<file path="src/rtl/mul_issue_ctrl.sv">
// Purpose : issue sequencer for the shared non-pipelined multiplier; round-robin
//           arbitration of two issue slots, one op in flight, one-entry result buffer.
// Latency : request handshake to RespValid = 2 + multiplier latency cycles.
// Backpr. : both Req*Ready low outside IDLE; result held in HOLD until RespReady or Flush.
//
// Ports
//   Clk, Rest             clock, synchronous active-high reset
//   Flush                 kill the op in flight or in the result buffer
//   Req{0,1}*             request slots: Valid/Ready handshake, Op, Src1, Src2, Dest
//   MulAbleValue/MulOp/   start pulse and registered operands to the multiplier
//   MulSrc1/MulSrc2
//   MulProduct(Valid)     product return from the multiplier
//   Resp*                 result buffer: Valid/Ready, Data, Dest, Port
//   TimeoutErr            sticky: multiplier did not answer within MAX_WAIT
module mul_issue_ctrl #(
    parameter int WIDTH    = 32,
    parameter int OPW      = 8,
    parameter int AW       = 5,
    parameter int MAX_WAIT = 15
) (
    input  logic             Clk,
    input  logic             Rest,
    input  logic             Flush,

    input  logic             Req0Valid,
    output logic             Req0Ready,
    input  logic [OPW-1:0]   Req0Op,
    input  logic [WIDTH-1:0] Req0Src1,
    input  logic [WIDTH-1:0] Req0Src2,
    input  logic [AW-1:0]    Req0Dest,

    input  logic             Req1Valid,
    output logic             Req1Ready,
    input  logic [OPW-1:0]   Req1Op,
    input  logic [WIDTH-1:0] Req1Src1,
    input  logic [WIDTH-1:0] Req1Src2,
    input  logic [AW-1:0]    Req1Dest,

    output logic             MulAbleValue,
    output logic [OPW-1:0]   MulOp,
    output logic [WIDTH-1:0] MulSrc1,
    output logic [WIDTH-1:0] MulSrc2,
    input  logic [WIDTH-1:0] MulProduct,
    input  logic             MulProductValid,

    output logic             RespValid,
    input  logic             RespReady,
    output logic [WIDTH-1:0] RespData,
    output logic [AW-1:0]    RespDest,
    output logic             RespPort,

    output logic             TimeoutErr
);

    localparam int CW = $clog2(MAX_WAIT + 1);

    typedef enum logic [1:0] {
        ST_IDLE = 2'd0,
        ST_BUSY = 2'd1,
        ST_HOLD = 2'd2
    } state_t;

    state_t           state_q,      state_d;
    logic             last_grant_q, last_grant_d;   // 1: slot 1 was granted most recently
    logic             kill_q,       kill_d;         // op in flight was flushed, drop its product
    logic [CW-1:0]    wait_cnt_q,   wait_cnt_d;
    logic             start_q,      start_d;
    logic [OPW-1:0]   op_q,         op_d;
    logic [WIDTH-1:0] src1_q,       src1_d;
    logic [WIDTH-1:0] src2_q,       src2_d;
    logic [AW-1:0]    dest_q,       dest_d;
    logic             port_q,       port_d;
    logic             resp_vld_q,   resp_vld_d;
    logic [WIDTH-1:0] resp_data_q,  resp_data_d;
    logic             timeout_q,    timeout_d;

    logic grant0;
    logic grant1;
    logic accept_ok;
    logic hs0;
    logic hs1;

    // ------------------------------------------------------------------
    // Round-robin arbitration. A lone requester always wins; with both
    // valid the slot that was not granted last time wins.
    // ------------------------------------------------------------------
    always_comb begin
        grant0 = 1'b0;
        grant1 = 1'b0;
        if (Req0Valid && Req1Valid) begin
            grant0 = last_grant_q;
            grant1 = !last_grant_q;
        end else begin
            grant0 = Req0Valid;
            grant1 = Req1Valid;
        end
    end

    // Ready is also masked by Rest so nothing appears accepted during reset.
    assign accept_ok = (state_q == ST_IDLE) && !Flush && !Rest;
    assign Req0Ready = grant0 && accept_ok;
    assign Req1Ready = grant1 && accept_ok;
    assign hs0       = Req0Valid && Req0Ready;
    assign hs1       = Req1Valid && Req1Ready;

    // ------------------------------------------------------------------
    // Next-state and datapath
    // ------------------------------------------------------------------
    always_comb begin
        state_d      = state_q;
        last_grant_d = last_grant_q;
        kill_d       = kill_q;
        wait_cnt_d   = wait_cnt_q;
        start_d      = 1'b0;
        op_d         = op_q;
        src1_d       = src1_q;
        src2_d       = src2_q;
        dest_d       = dest_q;
        port_d       = port_q;
        resp_vld_d   = resp_vld_q;
        resp_data_d  = resp_data_q;
        timeout_d    = timeout_q;

        case (state_q)
            ST_IDLE: begin
                if (hs0 || hs1) begin
                    op_d         = hs1 ? Req1Op   : Req0Op;
                    src1_d       = hs1 ? Req1Src1 : Req0Src1;
                    src2_d       = hs1 ? Req1Src2 : Req0Src2;
                    dest_d       = hs1 ? Req1Dest : Req0Dest;
                    port_d       = hs1;
                    last_grant_d = hs1;
                    start_d      = 1'b1;
                    wait_cnt_d   = '0;
                    kill_d       = 1'b0;
                    state_d      = ST_BUSY;
                end
            end

            ST_BUSY: begin
                if (MulProductValid) begin
                    // A product for a flushed op (earlier or this cycle) is dropped.
                    if (kill_q || Flush) begin
                        kill_d  = 1'b0;
                        state_d = ST_IDLE;
                    end else begin
                        resp_vld_d  = 1'b1;
                        resp_data_d = MulProduct;
                        state_d     = ST_HOLD;
                    end
                end else if (wait_cnt_q == CW'(MAX_WAIT)) begin
                    timeout_d = 1'b1;
                    kill_d    = 1'b0;
                    state_d   = ST_IDLE;
                end else begin
                    // The multiplier cannot be aborted, so a flush only marks the
                    // op; we still wait for its product before going idle.
                    if (Flush) begin
                        kill_d = 1'b1;
                    end
                    if (wait_cnt_q != '1) begin
                        wait_cnt_d = wait_cnt_q + CW'(1);
                    end
                end
            end

            ST_HOLD: begin
                // Flush and RespReady both empty the buffer, so flush winning
                // just means the result is discarded instead of delivered.
                if (Flush || RespReady) begin
                    resp_vld_d = 1'b0;
                    state_d    = ST_IDLE;
                end
            end

            default: begin
                state_d = ST_IDLE;
            end
        endcase
    end

    always_ff @(posedge Clk) begin
        if (Rest) begin
            state_q      <= ST_IDLE;
            last_grant_q <= 1'b1;
            kill_q       <= 1'b0;
            wait_cnt_q   <= '0;
            start_q      <= 1'b0;
            op_q         <= '0;
            src1_q       <= '0;
            src2_q       <= '0;
            dest_q       <= '0;
            port_q       <= 1'b0;
            resp_vld_q   <= 1'b0;
            resp_data_q  <= '0;
            timeout_q    <= 1'b0;
        end else begin
            state_q      <= state_d;
            last_grant_q <= last_grant_d;
            kill_q       <= kill_d;
            wait_cnt_q   <= wait_cnt_d;
            start_q      <= start_d;
            op_q         <= op_d;
            src1_q       <= src1_d;
            src2_q       <= src2_d;
            dest_q       <= dest_d;
            port_q       <= port_d;
            resp_vld_q   <= resp_vld_d;
            resp_data_q  <= resp_data_d;
            timeout_q    <= timeout_d;
        end
    end

    // Operands, dest and port only change on a handshake in IDLE, so they stay
    // stable for the whole multiply and the following HOLD.
    assign MulAbleValue = start_q;
    assign MulOp        = op_q;
    assign MulSrc1      = src1_q;
    assign MulSrc2      = src2_q;
    assign RespValid    = resp_vld_q;
    assign RespData     = resp_data_q;
    assign RespDest     = dest_q;
    assign RespPort     = port_q;
    assign TimeoutErr   = timeout_q;

endmodule

</file>
<file path="config.mk">
export PLATFORM = sky130hd
export DESIGN_NAME = mul_issue_ctrl
export DESIGN_NICKNAME = d
export VERILOG_FILES = /design/src/rtl/mul_issue_ctrl.sv
export SDC_FILE = /design/constraint.sdc
export NUM_CORES = 1
export LEC_CHECK = 0
export ABC_AREA = 1
export CORE_ASPECT_RATIO = 1.5
export CORE_MARGIN = 2
export CORE_UTILIZATION = 38
export DETAILED_ROUTE_END_ITERATION = 10
export GPL_TIMING_DRIVEN = 0
export PLACE_DENSITY_LB_ADDON = 0.2
export SYNTH_ARGS = -nofsm -noshare
export SYNTH_HDL_FRONTEND = slang
export SYNTH_SLANG_ARGS = --single-unit
</file>
<file path="constraint.sdc">
create_clock -name Clk -period 2 [get_ports Clk]
set_clock_uncertainty 0.1 [all_clocks]
set_input_delay 0.3 -clock Clk [delete_from_list [all_inputs] [get_ports Clk]]
set_output_delay 0.3 -clock Clk [all_outputs]
set_load 0.03 [all_outputs]
</file>
==> results.tsv, run 1 <==
stage	metric	value	unit
status	outcome	finished clean	
worst_setup_path	FF-to-FF setup slack	160	ps
clock_tree	Sink Count	121	
final_layout	P&R area growth vs syn	75.0	%
sta	Worst Slack Setup Final	96.3	ps
final_layout	register area	2420	um^2
sta	worst hold margin	198	ps
global_route	GRT Total Usage	24.6	%
yosys	cell area after synthesis	5260	um^2
place	Post-DP HPWL	14600	um
clock_tree	Clock Latency Late Sink	400	ps
place	Placement Setup Slack	-550	ps
global_route	met3 GRT Util	9.07	%
sta	fin crit share	95.2	%
pwr	worst-case vdd ir drop	0.000458	V
clock_tree	clock buffer count from CTS	17	
global_route	pin count of the biggest net entering global routing	17	
final_layout	ant diodes	0	
worst_setup_path	Setup crit end	Req1Ready	
yosys	Post-Syn Instances	728	
yosys	Post-Synth Adder-Cell Area	0.238	%
clock_tree	CTS tree	done	
routing	Routed wire per std cell	15.1	um
global_route	grt ovf	0	
routing	Final ANT Viol Nets	0	
worst_setup_path	crit end category	primary output	
yosys	Syn Nets	922	
routing	drt drc	0	
yosys	multiplexer share of the synthesized area	0	%
floorplanning	Core ar.	13500	um^2
floorplanning	row count	52	
place	Placer Congestion	0.837	
global_route	GRT Max-Usage Layer	met2	
yosys	synth unique cells	26	
run	Max-cap violations	0	
pwr	Final Total Pwr	0.00726	W
pwr	Static Leak	3.93	nW
worst_setup_path	Worst R2R End	MulSrc2[4]$_SDFFE_PP0P_	
yosys	Synthesis Warnings	0	
routing	drt first pass iters	4	
worst_setup_path	Max stage delay cell, worst path	dfxtp_1	
clock_tree	Clock Path Buffers	2	
final_layout	# nets final	1249	
final_layout	share of layout cells above drive strength 1	7.68	%
sta	final hold vios	0	
place	port buffer count	306	
sta	setup TNS	0	ps
worst_setup_path	critical path, cell by cell	inv_2, nand2_4, nor2_8, nand2_2, buf_6, inv_1, buf_6	
global_route	GRT met1 Usage	25.1	%
routing	vias per cell	4.77	
place	placed insts	1196	
sta	Final setup viols	0	
worst_setup_path	worst-path fanout max	10	
yosys	post-synthesis register bit count	121	
worst_setup_path	cell mode on critical path	buf_6	
yosys	Mean Syn Cell Area	7.23	um^2
min_path	Hold/Removal Path Class	in2reg	
sta	Least-Margin Pin Slew	533	ps
floorplanning	Vert. Die Dim	148	um
global_route	M2 GR Usage	45.3	%
sta	Max-slew headroom	64.5	%
sta	fin crit period	1900	ps
worst_setup_path	data arrival time of the worst path	1500	ps
worst_setup_path	reg2reg start	state_q[1]$_SDFFE_PP0P_	
final_layout	final cell count without fillers	1230	
yosys	compound-gate portion of the synthesized area	19.8	%
final_layout	Multi-input gate area	2200	um^2
yosys	largest family of logic cells by synthesized area	simple AND/OR/NAND/NOR gates	
clock_tree	Reg clk slew, reported paths	60	ps
clock_tree	Post-CTS Repair Setup Buffers	0	
worst_setup_path	CP required	1600	ps
worst_setup_path	CP startpoint	state_q[1]$_SDFFE_PP0P_	
yosys	register area share after synthesis	46.0	%
worst_setup_path	Slowest Stage Delay on Critical Path	330	ps
final_layout	number of fill cells in the layout	1216	
routing	Iter 0 DRT Violations	116	
yosys	Synth Area in Simple Gates	21.1	%
sta	fin. max-slew vios	0	
floorplanning	starting density of the core	38.9	%
floorplanning	Die Wd	100	um
routing	vias	5871	
floorplanning	full die area	14800	um^2
worst_setup_path	r2r worst-path depth	7	
sta	RSZ-0062 raised after global routing	false	
yosys	XOR/XNOR Fraction of Synth Area	0.166	%
global_route	initial antenna violation count	0	
sta	FMAX	525	MHz
floorplanning	# IOs	308	
global_route	first-pass GRT wire length	28500	um
global_route	vias in the first global route	5672	
worst_setup_path	kind of critical path	reg2out	
worst_setup_path	Critical Path Start Type	register	
pwr	Power Dens Cells	789	nW/um^2
routing	Detailed Route WL	18600	um
clock_tree	H-tree depth	4	
clock_tree	Root Driver	clkbuf_16	
## cells by family (layout without fill, tap and decap cells)
group                      count (synthesis)  count (layout)
adders and majority gates                  1               1
DFF                                      121             121
AOI/OAI and AO/OA                        204             204
and+or+nand+nor                          256             256
xor gates and xnor gates                   1               1
buffers and inverters                    145             485
## sequential cells by signal (all words and copies together) (netlist names)
signal	cells
RespValid	1
MulAbleValue	1
RespPort	1
MulOp	8
MulSrc1	32
wait_cnt_q	4
state_q	2
kill_q	1
MulSrc2	32
last_grant_q	1
RespData	32
TimeoutErr	1
RespDest	5
## cell type report
cell class	instances	area share (%)
repair buffers	308	33.5
flip-flops and latches	121	26.3
multi-input cells	462	23.9
clock buffers	20	5.07
inverters	92	3.78
plain buffers	53	3.53
well taps	162	2.20
clock inverters	12	1.75
## how the worst min path moves through the flow
| stage | start | endpoint | slack (ps) | cells past startpoint |
|---|---|---|---|---|
| floorplan | wait_cnt_q[0]$_SDFFE_PP0P_ | wait_cnt_q[0]$_SDFFE_PP0P_ | 350 | 1 |
| global placement | MulSrc1[29]$_SDFFE_PP0P_ | MulSrc1[29]$_SDFFE_PP0P_ | 360 | 2 |
| detailed placement | MulSrc2[19]$_SDFFE_PP0P_ | MulSrc2[19]$_SDFFE_PP0P_ | 370 | 2 |
| CTS | Rest | RespData[16]$_SDFFE_PP0P_ | 300 | 5 |
| global route | Flush | state_q[1]$_SDFFE_PP0P_ | 260 | 4 |
| finish | Flush | state_q[1]$_SDFFE_PP0P_ | 200 | 4 |
## Yosys cell counts, drive strengths merged
| cell type | instances | area, um^2 |
|---|---|---|
| nand3 | 85 | 430 |
| a21oi | 12 | 63.8 |
| a21boi | 1 | 7.51 |
| ha | 1 | 12.5 |
| xor2 | 1 | 8.76 |
| or2 | 2 | 12.5 |
| buf | 34 | 248 |
| dfxtp | 121 | 2420 |
| inv | 92 | 348 |
| o211ai | 1 | 7.51 |
| clkbuf | 19 | 71.3 |
| o21ai | 190 | 962 |
| nor2 | 77 | 308 |
| nand2 | 92 | 360 |
## repair_timing
| action | 4_1_cts | 5_1_grt |
|---|---|---|
| endpoints found under the hold margin | 5 | 0 |
| pin swaps | 0 | 1 |
| hold buffers | 2 | 0 |
| setup endpoints to repair | 2 | 3 |
| gates resized for setup | 10 | 12 |
## power breakdown
part | leakage (nW) | switching [W] | total, W | internal [W]
combinational | 2.65 | 0.000702 | 0.00142 | 0.000716
clock | 0.300 | 0.00114 | 0.00322 | 0.00207
sequential | 0.988 | 0.0000773 | 0.00263 | 0.00255
## through the flow
stage	cell area, um^2	util, %
after floorplan	5260	-
after global placement	8530	63.0
after detailed placement	8530	63.0
after CTS	9180	67.8
after global routing	9210	68.0
final	9210	68.0
## worst max-delay path, delay by kind of cell (launching register included)
kind | cells | cell delay (ps)
buffers and inverters | 4 | 460
flip-flops | 1 | 330
AND/OR/NAND/NOR | 3 | 300
## routing by layer
layer	up-vias	wire, um
li1	3018	-
met1	2570	6670
met2	248	9730
met3	35	1660
met4	0	525
met5	-	0
## layout by cell type (no fill, tap or decap), types with 2 or more instances in the layout
cell,count
buf_2,18
clkbuf_16,17
clkbuf_1,19
nand2_2,2
bufinv_16,3
dlygate4sd3_1,2
nor2_1,75
buf_1,3
o21ai_0,48
a21oi_1,11
clkinvlp_4,3
dlymetal6s2s_1,2
nand2_1,88
dfxtp_1,121
o21ai_1,141
or2_2,2
inv_2,4
inv_1,87
nand2_4,2
clkbuf_8,3
inv_6,4
buf_6,15
nand3_1,84
clkdlybuf4s50_1,302
No activity file was read; power rests on OpenSTA's default activity.
==> run 2: changes to the inputs <==
--- a/config.mk
+++ b/config.mk
@@ -9,6 +9,7 @@
 export CORE_ASPECT_RATIO = 1.5
 export CORE_MARGIN = 2
 export CORE_UTILIZATION = 38
+export CTS_BUF_LIST = sky130_fd_sc_hd__clkbuf_16
 export DETAILED_ROUTE_END_ITERATION = 10
 export GPL_TIMING_DRIVEN = 0
 export PLACE_DENSITY_LB_ADDON = 0.2
==> results.tsv, run 2 (synthesis results as in run 1) <==
stage	metric	value	unit	change
clock_tree	Reg clk slew, reported paths	60	ps	about the same
min_path	Hold Path End	state_q[1]$_SDFFE_PP0P_		unchanged
worst_setup_path	r2r worst-path depth	7		unchanged
worst_setup_path	reg2reg start	state_q[1]$_SDFFE_PP0P_		unchanged
sta	Worst Slack Setup Final	101	ps	was 96.3 ps
place	Post-DP HPWL	14600	um	unchanged
final_layout	number of fill cells in the layout	1215		was 1216
final_layout	P&R area growth vs syn	74.4	%	was 75.0%
floorplanning	Core ar.	13500	um^2	unchanged
routing	Detailed Route WL	18500	um	was 18600 um
worst_setup_path	critical path, cell by cell	inv_2, nand2_4, nor2_8, nand2_2, buf_6, inv_1, buf_6		unchanged
worst_setup_path	cell mode on critical path	buf_6		unchanged
routing	Iter 0 DRT Violations	109		was 116
global_route	grt ovf	0		unchanged
place	port buffer count	306		unchanged
clock_tree	H-tree depth	4		unchanged
place	Placer Congestion	0.837		unchanged
final_layout	ant diodes	0		unchanged
sta	Max-slew headroom	64.7	%	was 64.5%
routing	vias per cell	4.77		about the same
routing	Final ANT Viol Nets	0		unchanged
global_route	initial antenna violation count	0		unchanged
global_route	first-pass GRT wire length	28200	um	was 28500 um
global_route	GRT Total Usage	24.4	%	was 24.6%
clock_tree	Clock Path Buffers	2		unchanged
sta	RSZ-0062 raised after global routing	false		unchanged
run	Max-cap violations	0		unchanged
min_path	Hold/Removal Path Class	in2reg		unchanged
worst_setup_path	Slowest Stage Delay on Critical Path	330	ps	about the same
worst_setup_path	Critical Path Start Type	register		unchanged
final_layout	commonest non-fill, non-tap cell in the layout	clkdlybuf4s50_1		unchanged
min_path	Hold Path Stages	4		unchanged
worst_setup_path	kind of critical path	reg2out		unchanged
routing	Routed wire per std cell	15.0	um	was 15.1 um
worst_setup_path	Worst R2R End	MulSrc2[4]$_SDFFE_PP0P_		unchanged
sta	Least-Margin Pin Slew	529	ps	was 533 ps
clock_tree	clock buffer count from CTS	17		unchanged
pwr	worst-case vdd ir drop	0.000457	V	was 0.000458 V
clock_tree	CTS tree	done		unchanged
final_layout	Multi-input gate area	2200	um^2	unchanged
floorplanning	# IOs	308		unchanged
pwr	Static Leak	3.92	nW	was 3.93 nW
sta	fin crit share	94.9	%	was 95.2%
min_path	hold wc startpoint	Flush		unchanged
routing	drt first pass iters	6		was 4
floorplanning	Die Wd	100	um	unchanged
worst_setup_path	data arrival time of the worst path	1500	ps	about the same
pwr	Power Dens Cells	776	nW/um^2	was 789 nW/um^2
final_layout	# nets final	1249		unchanged
worst_setup_path	worst-path fanout max	10		unchanged
global_route	vias in the first global route	5637		was 5672
sta	setup TNS	0	ps	unchanged
place	Placement Setup Slack	-550	ps	unchanged
sta	Final setup viols	0		unchanged
sta	FMAX	527	MHz	was 525 MHz
routing	vias	5862		was 5871
clock_tree	Post-CTS Repair Setup Buffers	0		unchanged
worst_setup_path	CP required	1600	ps	about the same
clock_tree	Sink Count	121		unchanged
worst_setup_path	Max stage delay cell, worst path	dfxtp_1		unchanged
sta	worst hold margin	201	ps	was 198 ps
worst_setup_path	FF-to-FF setup slack	160	ps	about the same
worst_setup_path	crit end category	primary output		unchanged
floorplanning	full die area	14800	um^2	unchanged
sta	final hold vios	0		unchanged
sta	fin crit period	1900	ps	about the same
clock_tree	Root Driver	clkbuf_16		unchanged
floorplanning	row count	52		unchanged
status	outcome	finished clean		unchanged
final_layout	commonest non-fill, non-tap cells in the layout	302 x clkdlybuf4s50_1, 141 x o21ai_1, 121 x dfxtp_1, 88 x nand2_1, 87 x inv_1		unchanged
floorplanning	Vert. Die Dim	148	um	unchanged
sta	fin. max-slew vios	0		unchanged
pwr	Final Total Pwr	0.00712	W	was 0.00726 W
routing	drt drc	0		unchanged
floorplanning	starting density of the core	38.9	%	unchanged
final_layout	share of layout cells above drive strength 1	7.40	%	was 7.68%
clock_tree	Clock Latency Late Sink	400	ps	about the same
global_route	pin count of the biggest net entering global routing	17		unchanged
final_layout	register area	2420	um^2	unchanged
## run 2: critical path: cells and delay by family (launching register included)
family	cells	cell delay (ps)
DFF	1	330
buffers and inverters	4	460
and+or+nand+nor	3	300
## run 2: layout make-up
type                       count  share of cell area [%]
clock buffer                  17                    4.64
timing repair buffer         308                    33.6
inverter                      92                    3.79
multi-input combinational    462                    23.9
sequential                   121                    26.4
buffer                        53                    3.54
clock inverter                15                    1.88
tap                          162                    2.21
## run 2: repair_timing
| item | in CTS | in global routing |
|---|---|---|
| setup endpoints to repair | 2 | 3 |
| cloned | 0 | 0 |
| hold buffers | 2 | 0 |
| gates resized for setup | 10 | 12 |
| pin swaps | 0 | 1 |
| hold endpoints to repair | 5 | 0 |
## run 2: worst max-delay path by stage
stage,startpoint,end,slack (ps)
6_report,state_q[1]$_SDFFE_PP0P_,Req1Ready,100
3_5_place_dp,Req1Valid,Req1Ready,-550
2_1_floorplan,Rest,Req1Ready,480
4_1_cts,Req0Valid,Req0Ready,-50
5_1_grt,state_q[1]$_SDFFE_PP0P_,MulSrc2[4]$_SDFFE_PP0P_,10
3_3_place_gp,Req1Valid,Req1Ready,-540
## run 2: per-layer routing
layer,GRT usage [%],up-vias,wire length (um)
li1,-,3015,-
met1,25.0,2577,6660
met2,44.7,241,9620
met3,9.12,29,1650
met4,8.97,0,517
met5,0,-,0
## run 2: power breakdown
| group | switching [W] | internal [W] | total (W) | leakage [nW] |
|---|---|---|---|---|
| logic | 0.000700 | 0.000716 | 0.00142 | 2.65 |
| registers | 0.0000764 | 0.00255 | 0.00263 | 0.988 |
| clock network | 0.00112 | 0.00196 | 0.00308 | 0.283 |
## run 2: through the flow
step,instances,instance area (um^2),util (%)
6_report,1230,9180,67.8
5_1_grt,1230,9180,67.8
4_1_cts,1230,9150,67.6
3_5_place_dp,1196,8530,63.0
3_3_place_gp,1196,8530,63.0
2_1_floorplan,728,5260,-
